--- src/rtl/hdma_ctrl_if.sv ---
// Bus bundle for the VRAM DMA controller: CPU-side MMIO register port,
// HBlank/LCD status inputs and the second-master bus the controller drives.
// The slave modport is the controller's view; master is the top level's view.
interface hdma_ctrl_if;
  logic [15:0] mmio_a;
  logic [7:0]  mmio_din;
  logic        mmio_wr;
  logic [7:0]  mmio_dout;
  logic        hblank;
  logic        lcd_on;
  logic [15:0] hdma_a;
  logic        hdma_rd;
  logic        hdma_wr;
  logic [7:0]  hdma_din;
  logic [7:0]  hdma_dout;
  logic        hdma_halt;
  logic        hdma_active;

  modport slave (
    input  mmio_a, mmio_din, mmio_wr, hblank, lcd_on, hdma_din,
    output mmio_dout, hdma_a, hdma_rd, hdma_wr, hdma_dout, hdma_halt, hdma_active
  );

  modport master (
    output mmio_a, mmio_din, mmio_wr, hblank, lcd_on, hdma_din,
    input  mmio_dout, hdma_a, hdma_rd, hdma_wr, hdma_dout, hdma_halt, hdma_active
  );
endinterface

--- src/rtl/hdma_ctrl.sv ---
// Colour-mode VRAM DMA controller (FF51-FF55). Copies 16-byte blocks from
// any source address into VRAM, either all at once (GDMA) or one block per
// HBlank entry (HDMA). Each byte takes RD_CYCLES read clocks plus one write
// clock; while a block is moving the controller owns the bus and halts the CPU.
module hdma_ctrl #(
  parameter int RD_CYCLES = 2
) (
  input  logic        clk,
  input  logic        rst,
  hdma_ctrl_if.slave  bus
);

  typedef enum logic [1:0] {
    IDLE      = 2'd0,
    GDMA_RUN  = 2'd1,
    HDMA_WAIT = 2'd2,
    HDMA_RUN  = 2'd3
  } state_t;

  localparam int             CW      = $clog2(RD_CYCLES + 1);
  localparam logic [CW-1:0]  LAST_RD = CW'(RD_CYCLES - 1);
  localparam logic [CW-1:0]  WR_CYC  = CW'(RD_CYCLES);

  state_t        r_state;
  state_t        w_nextState;
  logic [15:0]   r_src;
  logic [12:0]   r_dst;
  logic [6:0]    r_len;
  logic          r_hblankQ;
  logic [CW-1:0] r_cyc;
  logic [3:0]    r_byteCnt;
  logic [7:0]    r_data;

  logic w_wrFF51;
  logic w_wrFF52;
  logic w_wrFF53;
  logic w_wrFF54;
  logic w_wrFF55;
  logic w_hblankRise;
  logic w_running;
  logic w_wrPhase;
  logic w_blockEnd;

  assign w_wrFF51     = bus.mmio_wr && (bus.mmio_a == 16'hFF51);
  assign w_wrFF52     = bus.mmio_wr && (bus.mmio_a == 16'hFF52);
  assign w_wrFF53     = bus.mmio_wr && (bus.mmio_a == 16'hFF53);
  assign w_wrFF54     = bus.mmio_wr && (bus.mmio_a == 16'hFF54);
  assign w_wrFF55     = bus.mmio_wr && (bus.mmio_a == 16'hFF55);
  assign w_hblankRise = bus.hblank && !r_hblankQ && bus.lcd_on;
  assign w_running    = (r_state == GDMA_RUN) || (r_state == HDMA_RUN);
  assign w_wrPhase    = w_running && (r_cyc == WR_CYC);
  assign w_blockEnd   = w_wrPhase && (r_byteCnt == 4'hF);

  // State register; reset aborts any transfer at once and drops the halt.
  always_ff @(posedge clk or posedge rst) begin
    if (rst) begin
      r_state <= IDLE;
    end else begin
      r_state <= w_nextState;
    end
  end

  // Next-state decode and bus outputs; a terminate write beats a same-clock HBlank edge.
  always_comb begin
    w_nextState     = r_state;
    bus.hdma_a      = 16'h0000;
    bus.hdma_rd     = 1'b0;
    bus.hdma_wr     = 1'b0;
    bus.hdma_dout   = 8'h00;
    bus.hdma_halt   = 1'b0;
    bus.hdma_active = 1'b0;
    if (w_running) begin
      bus.hdma_halt = 1'b1;
      if (w_wrPhase) begin
        bus.hdma_a    = {3'b100, r_dst};
        bus.hdma_wr   = 1'b1;
        bus.hdma_dout = r_data;
      end else begin
        bus.hdma_a  = r_src;
        bus.hdma_rd = 1'b1;
      end
    end
    case (r_state)
      IDLE: begin
        if (w_wrFF55) begin
          w_nextState = bus.mmio_din[7] ? HDMA_WAIT : GDMA_RUN;
        end
      end
      GDMA_RUN: begin
        if (w_blockEnd && (r_len == 7'h00)) begin
          w_nextState = IDLE;
        end
      end
      HDMA_WAIT: begin
        bus.hdma_active = 1'b1;
        if (w_wrFF55 && !bus.mmio_din[7]) begin
          w_nextState = IDLE;
        end else if (w_hblankRise) begin
          w_nextState = HDMA_RUN;
        end
      end
      HDMA_RUN: begin
        bus.hdma_active = 1'b1;
        if (w_blockEnd) begin
          w_nextState = (r_len == 7'h00) ? IDLE : HDMA_WAIT;
        end
      end
      default: w_nextState = IDLE;
    endcase
  end

  // Address/length registers, byte sequencing and the HBlank edge register.
  always_ff @(posedge clk or posedge rst) begin
    if (rst) begin
      r_src     <= 16'h0000;
      r_dst     <= 13'h0000;
      r_len     <= 7'h7F;
      r_hblankQ <= 1'b0;
      r_cyc     <= '0;
      r_byteCnt <= 4'h0;
      r_data    <= 8'h00;
    end else begin
      r_hblankQ <= bus.hblank;
      if (w_running) begin
        if (w_wrPhase) begin
          r_cyc     <= '0;
          r_src     <= r_src + 16'h0001;
          r_dst     <= r_dst + 13'h0001;
          r_byteCnt <= r_byteCnt + 4'h1;
          if (r_byteCnt == 4'hF) begin
            r_len <= r_len - 7'h01;
          end
        end else begin
          r_cyc <= r_cyc + CW'(1);
          if (r_cyc == LAST_RD) begin
            r_data <= bus.hdma_din;
          end
        end
      end else begin
        r_cyc     <= '0;
        r_byteCnt <= 4'h0;
        if (w_wrFF51) begin
          r_src[15:8] <= bus.mmio_din;
        end
        if (w_wrFF52) begin
          r_src[7:0] <= {bus.mmio_din[7:4], 4'h0};
        end
        if (w_wrFF53) begin
          r_dst[12:8] <= bus.mmio_din[4:0];
        end
        if (w_wrFF54) begin
          r_dst[7:0] <= {bus.mmio_din[7:4], 4'h0};
        end
        if (w_wrFF55 && (r_state == IDLE)) begin
          r_len <= bus.mmio_din[6:0];
        end
      end
    end
  end

  // Register read mux; only FF55 returns state, the address registers read as 0xFF.
  always_comb begin
    bus.mmio_dout = 8'hFF;
    if (bus.mmio_a == 16'hFF55) begin
      bus.mmio_dout = {(r_state == IDLE), r_len};
    end
  end

endmodule

--- src/flat_wrapper.sv ---
// flat-port wrapper written by rule: the top's interface ports become plain ports
module hdma_ctrl_flat 
#(
  parameter int RD_CYCLES = 2
)
  (clk, rst, bus_mmio_a, bus_mmio_din, bus_mmio_wr, bus_hblank, bus_lcd_on, bus_hdma_din, bus_mmio_dout, bus_hdma_a, bus_hdma_rd, bus_hdma_wr, bus_hdma_dout, bus_hdma_halt, bus_hdma_active);
  hdma_ctrl_if bus_i ();
  input  logic clk;
  input  logic rst;
  input wire logic [$bits(bus_i.mmio_a)-1:0] bus_mmio_a;
  input wire logic [$bits(bus_i.mmio_din)-1:0] bus_mmio_din;
  input wire logic [$bits(bus_i.mmio_wr)-1:0] bus_mmio_wr;
  input wire logic [$bits(bus_i.hblank)-1:0] bus_hblank;
  input wire logic [$bits(bus_i.lcd_on)-1:0] bus_lcd_on;
  input wire logic [$bits(bus_i.hdma_din)-1:0] bus_hdma_din;
  output wire logic [$bits(bus_i.mmio_dout)-1:0] bus_mmio_dout;
  output wire logic [$bits(bus_i.hdma_a)-1:0] bus_hdma_a;
  output wire logic [$bits(bus_i.hdma_rd)-1:0] bus_hdma_rd;
  output wire logic [$bits(bus_i.hdma_wr)-1:0] bus_hdma_wr;
  output wire logic [$bits(bus_i.hdma_dout)-1:0] bus_hdma_dout;
  output wire logic [$bits(bus_i.hdma_halt)-1:0] bus_hdma_halt;
  output wire logic [$bits(bus_i.hdma_active)-1:0] bus_hdma_active;
  assign bus_i.mmio_a = bus_mmio_a;
  assign bus_i.mmio_din = bus_mmio_din;
  assign bus_i.mmio_wr = bus_mmio_wr;
  assign bus_i.hblank = bus_hblank;
  assign bus_i.lcd_on = bus_lcd_on;
  assign bus_i.hdma_din = bus_hdma_din;
  assign bus_mmio_dout = bus_i.mmio_dout;
  assign bus_hdma_a = bus_i.hdma_a;
  assign bus_hdma_rd = bus_i.hdma_rd;
  assign bus_hdma_wr = bus_i.hdma_wr;
  assign bus_hdma_dout = bus_i.hdma_dout;
  assign bus_hdma_halt = bus_i.hdma_halt;
  assign bus_hdma_active = bus_i.hdma_active;
  hdma_ctrl #(.RD_CYCLES(RD_CYCLES)) u_core (.clk(clk), .rst(rst), .bus(bus_i));
endmodule
--- config.mk ---
export PLATFORM = sky130hd
export DESIGN_NAME = hdma_ctrl_flat
export DESIGN_NICKNAME = d
export VERILOG_FILES = /design/src/rtl/hdma_ctrl_if.sv /design/src/rtl/hdma_ctrl.sv /design/src/flat_wrapper.sv
export SDC_FILE = /design/constraint.sdc
export NUM_CORES = 1
export LEC_CHECK = 0
export BUFFER_PORTS_ARGS = -buffer_cell sky130_fd_sc_hd__buf_2
export CORE_UTILIZATION = 33
export DETAILED_ROUTE_END_ITERATION = 10
export GPL_TIMING_DRIVEN = 1
export PLACE_DENSITY = 0.58
export SLEW_MARGIN = 20
export SYNTH_ARGS = -nofsm -noshare
export SYNTH_HDL_FRONTEND = slang
export SYNTH_SLANG_ARGS = --single-unit
export TNS_END_PERCENT = 10
--- constraint.sdc ---
create_clock -name clk -period 4.25 [get_ports clk]
set_input_delay 0.2125 -clock clk [delete_from_list [all_inputs] [get_ports clk]]
set_output_delay 0.2125 -clock clk [all_outputs]
set_load 0.03 [all_outputs]
==> flow_summary.ini <==
[setup_path]
critPathMostFrequentCell = a21oi_1
crit_slowest_cell = nor2_1
endpoint_kind = flop
worstPathRequired_ns = 4.49
critPathLaunchType = flop
slowest_delay_ns = 0.65
crit_chain = nand3b_1, nor2_1, a21oi_1, a211oi_1, a21oi_1
crit_arrival_ns = 2.73
crit_fanout = 23
crit_type = reg2reg

[drt]
ant_nets = 0
remaining_drc_errors = 0
vias_per_cell = 5.52
first_iter_violations = 268
vias = 3374
routed_wl_um = 10200
dr.pass1.iters = 5
wl_per_cell_um = 16.7

[floorplan]
coreArea_um2 = 9910
start_util_pct = 34.5
pin_count = 73
num_rows = 36
dieArea_um2 = 10800
dieWidth_um = 104
die_h_um = 104

[sta]
slew_viol_final = 0
grt_setup_unrepaired = false
hold_slack_ns = 0.0214
fin_skew_ns = 0.0165
relSlewSlack_pct = 43.1
max_freq_ghz = 0.402
post-route-min-period_ns = 2.49
setup_viol = 0
post-route-period-util_pct = 58.5
hold_violations = 0
worst_pin_slew_ns = 0.853
setup_tns_ns = 0

[placed_design]
portBuffers = 72
dp_hpwl_um = 7220
gp_congestion = 0.814

[logic_synthesis]
ys.flop_type = dfrtp_1
synth_seq_cells = 53
synth_cell_type_count = 65
ys_seq_area_share_pct = 39.1
synth-edff-count = 0
avgSynthCellArea_um2 = 8.16
synth_common_cells = nand2_1 (85), a21oi_1 (51), dfrtp_1 (46), nor2_1 (31), clkbuf_1 (18)
synth.most_common_cell = nand2_1
postSynthCellCount = 419
yosys.area.top_type = dfrtp_1
syn_area_um2 = 3420
ys_warn_count = 0
synthTopCellsByArea = dfrtp_1 (34%), nand2_1 (9.3%), a21oi_1 (7.5%), dfstp_2 (5.4%), nor2_1 (3.4%)
synth_nets = 460
synthDominantCellAreaShare_pct = 33.7
synthArstFlopShare_pct = 100

[cts]
clock-sinks = 53
cts_setup_buffers = 0
clock_path_buffers = 2
hold_buffers = 0
clk_pin_slew_ns = 0.10
cts_resized = 0
clkLatencyLatePin_ns = 0.32
numCtsBuffers = 5
cts_tree = yes
cts.root.buffer_cell = clkbuf_8
htree_num_levels = 2

[finish]
final_util_pct = 40.2
n_fill_cell = 1058
syn_to_final_growth_pct = 16.4
drive_gt1_share_pct = 24.3
antennaDiodeCount = 0
seq_area_um2 = 1340
final_nets = 518
multi_input_area_um2 = 1940

[global_routing]
grt.overflow.total = 0
track_usage_pct = 19.4
grt_pass1_vias = 3323
grt_pass1_wl_um = 16900
grt_antenna_before_repair = 0
grt_max_degree = 54

[power_and_ir_drop]
irDropWorstVdd_uv = 243
power_density_nw_per_um2 = 484
p_total_mw = 1.92
leakage_nw = 1.80

[hold_path]
hold_path_class = in2reg

[job]
max-cap-violations = 0

[outcome]
status = completed
[sequential cells by signal (all words and copies together), names as in the netlist]
register,count
u_core.r_data,8
u_core.r_len,7
u_core.r_cyc,2
u_core.r_byteCnt,4
u_core.r_state,2
u_core.r_src,16
u_core.r_hblankQ,1
u_core.r_dst,13
[logic make-up after synthesis]
group / share of synthesized area (%)
compound gates: 21.2
xor+xnor: 1.28
fa+ha+maj: 1.46
buf+inv: 4.21
flops: 39.1
mux: 2.82
simple gates: 29.9
[where the power goes]
part / switching (mW) / leakage (nW) / total [mW] / internal [mW]
sequential: 0.148 / 0.659 / 0.791 / 0.643
combinational: 0.549 / 1.09 / 0.816 / 0.267
clock: 0.182 / 0.0518 / 0.318 / 0.136
total: 0.879 / 1.80 / 1.92 / 1.05
[critical path, delay by kind of cell, from the launching register on]
family          cells  cell delay, ns
flops               1            0.61
simple gates        2            1.13
compound gates      3            0.67
[routing by layer]
layer | track usage (%) | vias up | routed length, um
met3 | 3.02 | 10 | 545
li1 | - | 1624 | -
met4 | 3.37 | 0 | 93
met2 | 33.0 | 115 | 4840
met5 | 0 | - | 0
met1 | 26.2 | 1625 | 4730
[path summary, 6_finish.rpt]
| check | from | depth (start not counted) | slack, ns | end |
|---|---|---|---|---|
| max reg2reg | u_core.r_state[0] | 5 | 1.76 | u_core.r_len[0] |
| max | u_core.r_state[0] | 5 | 1.76 | u_core.r_len[0] |
| min in group asynchronous | rst | 3 | 0.08 | u_core.r_src[2] |
| min | bus_hblank | 1 | 0.02 | u_core.r_hblankQ |
| min reg2reg | u_core.r_data[6] | 2 | 0.48 | u_core.r_data[6] |
| max in group asynchronous | rst | 3 | 3.67 | u_core.r_state[0] |
[cell usage in the layout, fill, tap and decap left out, types with 2 or more instances in the layout]
cell and n:
or2_2 4, nand3b_1 3, a21o_1 2, nor4_1 3
dfrtp_1 45, ha_1 4, nand4_1 9, and4_1 2
nand4b_1 2, mux2i_1 7, and2_1 3, o21ai_0 9
or3_1 2, a31oi_1 6, o31ai_1 3, o22ai_1 10
buf_2 72, nand2_1 85, nor3_1 5, o22a_1 7
nand3_1 14, a21oi_1 51, o221a_2 2, buf_4 4
a31o_2 5, xor2_1 4, inv_1 10, nor3b_1 7
a41oi_1 3, nor2_1 31, clkbuf_8 6, and3_1 14
a211oi_1 2, dfstp_2 7
[final cells by class]
class / count / area share, %
Clock buffer: 6 / 2.08
Clock inverter: 2 / 0.440
Inverter: 12 / 1.13
Multi-Input combinational cell: 329 / 48.8
Sequential cell: 53 / 33.6
Tap cell: 133 / 4.18
Timing Repair Buffer: 76 / 9.81
[metrics by stage]
stage	instance area (um2)	instances	worst slack, ns
6_report	3980	611	1.76
5_1_grt	3980	611	1.52
4_1_cts	3980	611	1.79
3_5_place_dp	3880	603	1.81
3_3_place_gp	3880	603	1.83
2_1_floorplan	3420	419	2.20
Power figures use the tool's default switching activity.
